==> config.mk <==
export PLATFORM = sky130hd
export DESIGN_NAME = instruction_encoder
export DESIGN_NICKNAME = d
export VERILOG_FILES = /design/src/rtl/instruction_encoder.sv
export SDC_FILE = /design/constraint.sdc
export NUM_CORES = 1
export LEC_CHECK = 0
export BUFFER_PORTS_ARGS = -buffer_cell sky130_fd_sc_hd__buf_4
export CELL_PAD_IN_SITES_DETAIL_PLACEMENT = 1
export CELL_PAD_IN_SITES_GLOBAL_PLACEMENT = 1
export CORE_UTILIZATION = 49
export CTS_BUF_LIST = sky130_fd_sc_hd__clkbuf_2 sky130_fd_sc_hd__clkbuf_4 sky130_fd_sc_hd__clkbuf_8
export DETAILED_ROUTE_END_ITERATION = 10
export HOLD_SLACK_MARGIN = 0.1
export PLACE_DENSITY = 0.86
export SYNTH_ARGS = -nofsm -noshare
export SYNTH_HDL_FRONTEND = slang
export SYNTH_SLANG_ARGS = --single-unit
export TNS_END_PERCENT = 10
==> constraint.sdc <==
create_clock -name clk -period 2.6 [get_ports clk]
set_clock_uncertainty 0.2 [all_clocks]
set_input_delay 0.13 -clock clk [delete_from_list [all_inputs] [get_ports clk]]
set_output_delay 0.13 -clock clk [all_outputs]
set_load 0.01 [all_outputs]
==> src/rtl/instruction_encoder.sv <==
// Instruction encoder: encodes mnemonic/register requests into 6-bit words and issues them
// through a 4-entry FIFO. Define ENC_ILLEGAL_CHECK_EN to reject illegal requests and flag ERR.
module instruction_encoder (
   input  logic       clk,
   input  logic       rst,
   input  logic       req_valid,
   output logic       req_ready,
   input  logic [3:0] req_op,
   input  logic [1:0] req_reg,
   input  logic       stall,
   output logic [5:0] instr,
   output logic       instr_valid,
   output logic       err
);

   localparam logic [5:0] NOP_WORD = 6'b111111;

   // Returns {legal, word}; only ST RZ and opcodes 8-14 ever depend on the illegal-check build
   function automatic logic [6:0] encode(input logic [3:0] op, input logic [1:0] rg);
      logic [6:0] res;
      case (op)
         4'd0, 4'd1, 4'd2, 4'd3, 4'd4, 4'd5, 4'd6: res = {1'b1, 1'b0, op[2:0], rg};
`ifdef ENC_ILLEGAL_CHECK_EN
         4'd7:    res = (rg == 2'b11) ? {1'b0, NOP_WORD} : {1'b1, 4'b0111, rg};
         4'd15:   res = {1'b1, NOP_WORD};
         default: res = {1'b0, NOP_WORD};
`else
         4'd7:    res = {1'b1, 4'b0111, rg};
         4'd15:   res = {1'b1, NOP_WORD};
         default: res = {1'b1, NOP_WORD};
`endif
      endcase
      return res;
   endfunction

   logic [5:0] fifo_r [4];
   logic [1:0] wr_ptr_r;
   logic [1:0] rd_ptr_r;
   logic [2:0] count_r;
   logic       req_ready_r;
   logic [5:0] instr_r;
   logic       instr_valid_r;
   logic       err_r;

   logic [6:0] enc_s;
   logic       accept_s;
   logic       push_s;
   logic       pop_s;
   logic [2:0] count_next_s;

   // Handshake, push/pop qualification and next FIFO occupancy
   always_comb begin
      enc_s    = encode(req_op, req_reg);
      accept_s = req_valid & req_ready_r;
      push_s   = accept_s & enc_s[6];
      pop_s    = (count_r != 3'd0) & ~stall;
      case ({push_s, pop_s})
         2'b10:   count_next_s = count_r + 3'd1;
         2'b01:   count_next_s = count_r - 3'd1;
         default: count_next_s = count_r;
      endcase
   end

   // FIFO storage; contents are don't-care until the count covers them
   always_ff @(posedge clk) begin
      if (push_s) begin
         fifo_r[wr_ptr_r] <= enc_s[5:0];
      end else begin
         fifo_r[wr_ptr_r] <= fifo_r[wr_ptr_r];
      end
   end

   // Pointers, occupancy, issue register and sticky error
   always_ff @(posedge clk) begin
      if (rst) begin
         wr_ptr_r      <= 2'd0;
         rd_ptr_r      <= 2'd0;
         count_r       <= 3'd0;
         req_ready_r   <= 1'b1;
         instr_r       <= NOP_WORD;
         instr_valid_r <= 1'b0;
         err_r         <= 1'b0;
      end else begin
         if (push_s) begin
            wr_ptr_r <= wr_ptr_r + 2'd1;
         end
         if (pop_s) begin
            rd_ptr_r <= rd_ptr_r + 2'd1;
         end
         count_r       <= count_next_s;
         // Ready registered from next count so it never sees STALL or a pop combinationally
         req_ready_r   <= (count_next_s < 3'd4);
         instr_r       <= pop_s ? fifo_r[rd_ptr_r] : NOP_WORD;
         instr_valid_r <= pop_s;
`ifdef ENC_ILLEGAL_CHECK_EN
         if (accept_s && !enc_s[6]) begin
            err_r <= 1'b1;
         end
`else
         err_r         <= 1'b0;
`endif
      end
   end

   assign req_ready   = req_ready_r;
   assign instr       = instr_r;
   assign instr_valid = instr_valid_r;
   assign err         = err_r;

endmodule

* Word level (Yosys, flattened, before mapping)
Memories as Yosys holds them, arrays and structs flattened. A register that Yosys moved wholly into a read port is not among the register bits.
Index checks and enable logic that the tools add are counted.
** Word-level totals
- Output and inout bits :: 9
- Bits of input ports :: 10
- Memories :: 1
- Bits in registers :: 9
- Bits in writable memories :: 24
** Memories
- fifo_r :: words 4, width 6, read ports 1, clocked after memory_dff 1, write ports 1, RTL line 36 : logic [5:0] fifo_r [4];
** Cells by class
- Order comparisons :: 1
- Add/sub/neg operators :: 4
- Multiplexer cells :: 6
- Bitwise operators :: 6
- Eq/ne operators :: 10
- Reductions and logical operators :: 5
** Operators with widths (number)
- 4-bit by 3-bit == test with 1-bit output, second input constant :: 4
- 6-bit case mux with 2 select lines :: 1
- 4-bit by 2-bit == test with 1-bit output, second input constant :: 2
- 7-bit OR reduction :: 1
- 6-bit 2-to-1 mux :: 1
- 3-bit case mux with 2 select lines :: 1
- 2-bit by 1-bit adder with 2-bit output, second input constant :: 2
- 4-bit by 1-bit == test with 1-bit output, second input constant :: 1
- 4-bit logical NOT :: 1
- 3-bit by 1-bit adder with 3-bit output, second input constant :: 1
- 3-bit < comparator, second input constant :: 1
- 1-bit 2-to-1 mux :: 3
- 3-bit nonzero test :: 1
- 3-bit by 1-bit subtractor with 3-bit output, second input constant :: 1
- 1-bit AND :: 2
- 2-bit by 1-bit == test with 1-bit output, second input constant :: 1
- 2-bit == test, second input constant :: 1
- 1-bit NOT :: 2
- 2-bit AND reduction :: 1
- 2-bit OR reduction :: 1
- 1-bit AND, second input constant :: 1
- 0-bit != test :: 1
- 1-bit OR :: 1

* Depth between registers and ports, before layout
- Depth in word-level cells :: 5
- Depth in mapped cells :: 7
- Depth with buffers taken out :: 7

* Worst setup path before layout
Ideal clock, no wire load.
- Path type :: reg-to-reg
- Start point :: reg count_r[0]
- End point :: reg (tool-made name)
- Path buffers :: 0
- Path slack :: 430 ps
- Cell stages (with the launch flop) :: 8
- Arrival time :: 1849 ps
- Path through :: dfxtp_1 -> nor3_4 -> nor2_1 -> ha_1 -> fa_1 -> xnor2_1 -> nor2_1 -> mux2_2
** RTL lines
- start: declaration :: RTL line 39 : logic [2:0] count_r;
- start signal: assignment :: RTL line 90 : count_r <= count_next_s;

==> qor.txt <==
DRT antenna net count -> 0
TritonCTS clock tree -> yes
Starting DRT DRC Count -> 32
global-route wire length before repair -> 4.51 mm
Vias -> 875
Storage cell area -> 1020 um^2
R2R Path Start -> count_r[0]
Crit-path slowest cell -> dfxtp_1
clk slew on worst S/H paths -> 110 ps
Area contributors post-synth -> edfxtp_1 47%, dfxtp_1 19%, mux4_2 8.7%
maximum achievable frequency -> 0.426 GHz
RSZ-0062 raised after global routing -> false
htree depth -> 2
critical path arrival -> 2400 ps
Pre-Repair DR Iteration Count -> 4
vias per cell -> 5.03
outcome -> complete, no violations
CP Cell Sequence -> nor3_4 > nor2_1 > ha_1 > fa_1 > xnor2_1 > nor2_1 > mux2_2
Ys Warns -> 0
Final TNS setup -> 0 ps
Avg Cell Area, Syn -> 15.5 um^2
grt ovf -> 0
Synth top area share -> 0.465
Remaining DRCs -> 0
multi-input logic area -> 490 um^2
setup repair bufs after CTS -> 0
Unique masters post-synth -> 28
Rel. slew slack -> 0.649
Seq cells post-synth -> 39
synthesized area -> 1550 um^2
Crit. Startpoint -> count_r[0]
die width -> 58.2 um
wire length on met1 -> 1.11 mm
most frequent cells in the layout -> 24 x edfxtp_1, 17 x buf_4, 15 x dfxtp_1
kind of critical path -> register to register
met3 WL -> 144 um
Worst Tran Pin Value -> 526 ps
final design utilization -> 0.624
Reg2Reg Setup Slack -> 250 ps
Pins Over Slew Limit -> 0
CTS Hold Bufs -> 10
fin crit period -> 2350 ps
post-synth top area cell -> edfxtp_1
slowest stage delay, CP -> 390 ps
vias in the first global route -> 966
uppermost layer routed -> met4
clock sink total -> 39
initial antenna violation count -> 0
Worst Path Required -> 2650 ps
CP Buf/Inv Count -> 0
LEAKAGE -> 0.698 nW
placed cell areas -> 1700 um^2
HP Class -> register to register
R2R depth -> 7
NumNets Final -> 145
Final Cell Area -> 1890 um^2
# rows -> 20
ant diodes -> 0
Fin. Hold Viols -> 0
Seq/Total Area, Yosys -> 0.659
worst-path maximum fanout -> 5
Final Wtd Congestion -> 0.703
DR WL/cell -> 16.0 um
Worst setup SP type -> register
Initial Util -> 0.512
final wirelength -> 2.79 mm
GRT Util Overall -> 0.198
DIE AREA -> 3390 um^2
crit-path most repeated cell -> nor2_1
peak supply drop -> 0.000478 V
PostCTS Resize Cnt -> 0
CTS Buf Count -> 5
CORE AREA -> 3030 um^2
Skew-Pair Late Insertion Delay -> 360 ps
fillcell total -> 291
Root Buffer Master -> clkbuf_4
Max Cap Viol -> 0
metal2 WL -> 1.47 mm
Crit. End Element -> register
most common cell after layout, fill and taps aside -> edfxtp_1
final setup vio count -> 0
IO Port Bufs -> 17
syn_nets -> 116
share of cells above drive strength 1 -> 0.300
largest net degree at the start of global routing -> 13
Mapped Cells -> 100
period utilisation layout -> 0.904
Die Height -> 58.2 um
area delta synth->final -> 21.9%
CTS Buffer Depth -> 2
# IOs -> 19
Power per Cell Area -> 886 nW/um^2
Crit path max-delay family -> adder cells
Crit. path cell count -> 7
## per-stage QoR
stage | total power [mW] | hold slack [ps] | cells | setup slack (ps)
floorplan | 1.12 | 40.2 | 100 | 430
global placement | 1.20 | 180 | 156 | 384
detailed placement | 1.24 | 189 | 156 | 294
CTS | 1.69 | 314 | 174 | 236
global route | 1.76 | 351 | 174 | 82.0
finish | 1.67 | 312 | 174 | 250
## worst min path at each step
stage	from	end	slack (ps)	cells past startpoint
floorplan	stall	instr_valid	40	1
global placement	rst	rd_ptr_r[0]	180	2
detailed placement	req_op[3]	fifo_r[0][5]	190	1
CTS	wr_ptr_r[1]	wr_ptr_r[1]	310	2
global route	wr_ptr_r[1]	wr_ptr_r[1]	350	2
finish	wr_ptr_r[1]	wr_ptr_r[1]	310	2
## metal layers
| layer | vias up | track usage |
|---|---|---|
| met3 | 6 | 0.0759 |
| met1 | 433 | 0.215 |
| met4 | 0 | 0.119 |
| met5 | - | 0 |
| met2 | 24 | 0.330 |
| li1 | 412 | - |
## area by class of cell
class	count	area share
clock inverters	2	0.0186
well taps	44	0.0292
multi-input cells	54	0.260
inverters	2	0.00398
clock buffers	6	0.0272
flip-flops and latches	39	0.541
repair buffers	27	0.121
## cell usage after synthesis, drive strengths merged
library cell and instances:
a21oi 2, and3 4, buf 2, clkbuf 3, conb 1, dfxtp 15, edfxtp 24, fa 1
ha 5, inv 2, mux2 2, mux2i 2, mux4 6, nand2 2, nand2b 6, nand3 1
nor2 7, nor2b 2, nor3 2, nor3b 1, o21ai 1, or2 5, or3 1, xnor2 2
xor2 1
## logic make-up (layout without fill, tap and decap cells)
family	count (synthesis)	in the layout	share of synthesized area
buffers and inverters	7	37	0.0242
adders and majority gates	6	6	0.0533
and+or+nand+nor	31	31	0.120
xor gates and xnor gates	3	3	0.0170
other	1	1	0.00242
DFF	39	39	0.659
AOI/OAI and AO/OA	3	3	0.00969
muxes	10	10	0.115
## worst reg2reg max path, delay by kind of cell (launching register included)
kind | cells | cell delay [ps]
mux | 1 | 350
flops | 1 | 390
simple gates | 3 | 540
xor+xnor | 1 | 140
fa+ha+maj | 2 | 620
## report_power, final
part	switching [mW]	total, mW	internal, mW
clock network	0.201	0.428	0.227
logic	0.186	0.405	0.218
registers	0.0873	0.841	0.754
total	0.474	1.67	1.20
## flip-flops by register name, summed over array words and instances, names as in the netlist, named ones only
signal       flops
fifo_r          24
instr            6
count_r          2
rd_ptr_r         2
wr_ptr_r         2
instr_valid      1
req_ready        1
No activity file was read; power rests on OpenSTA's default activity.
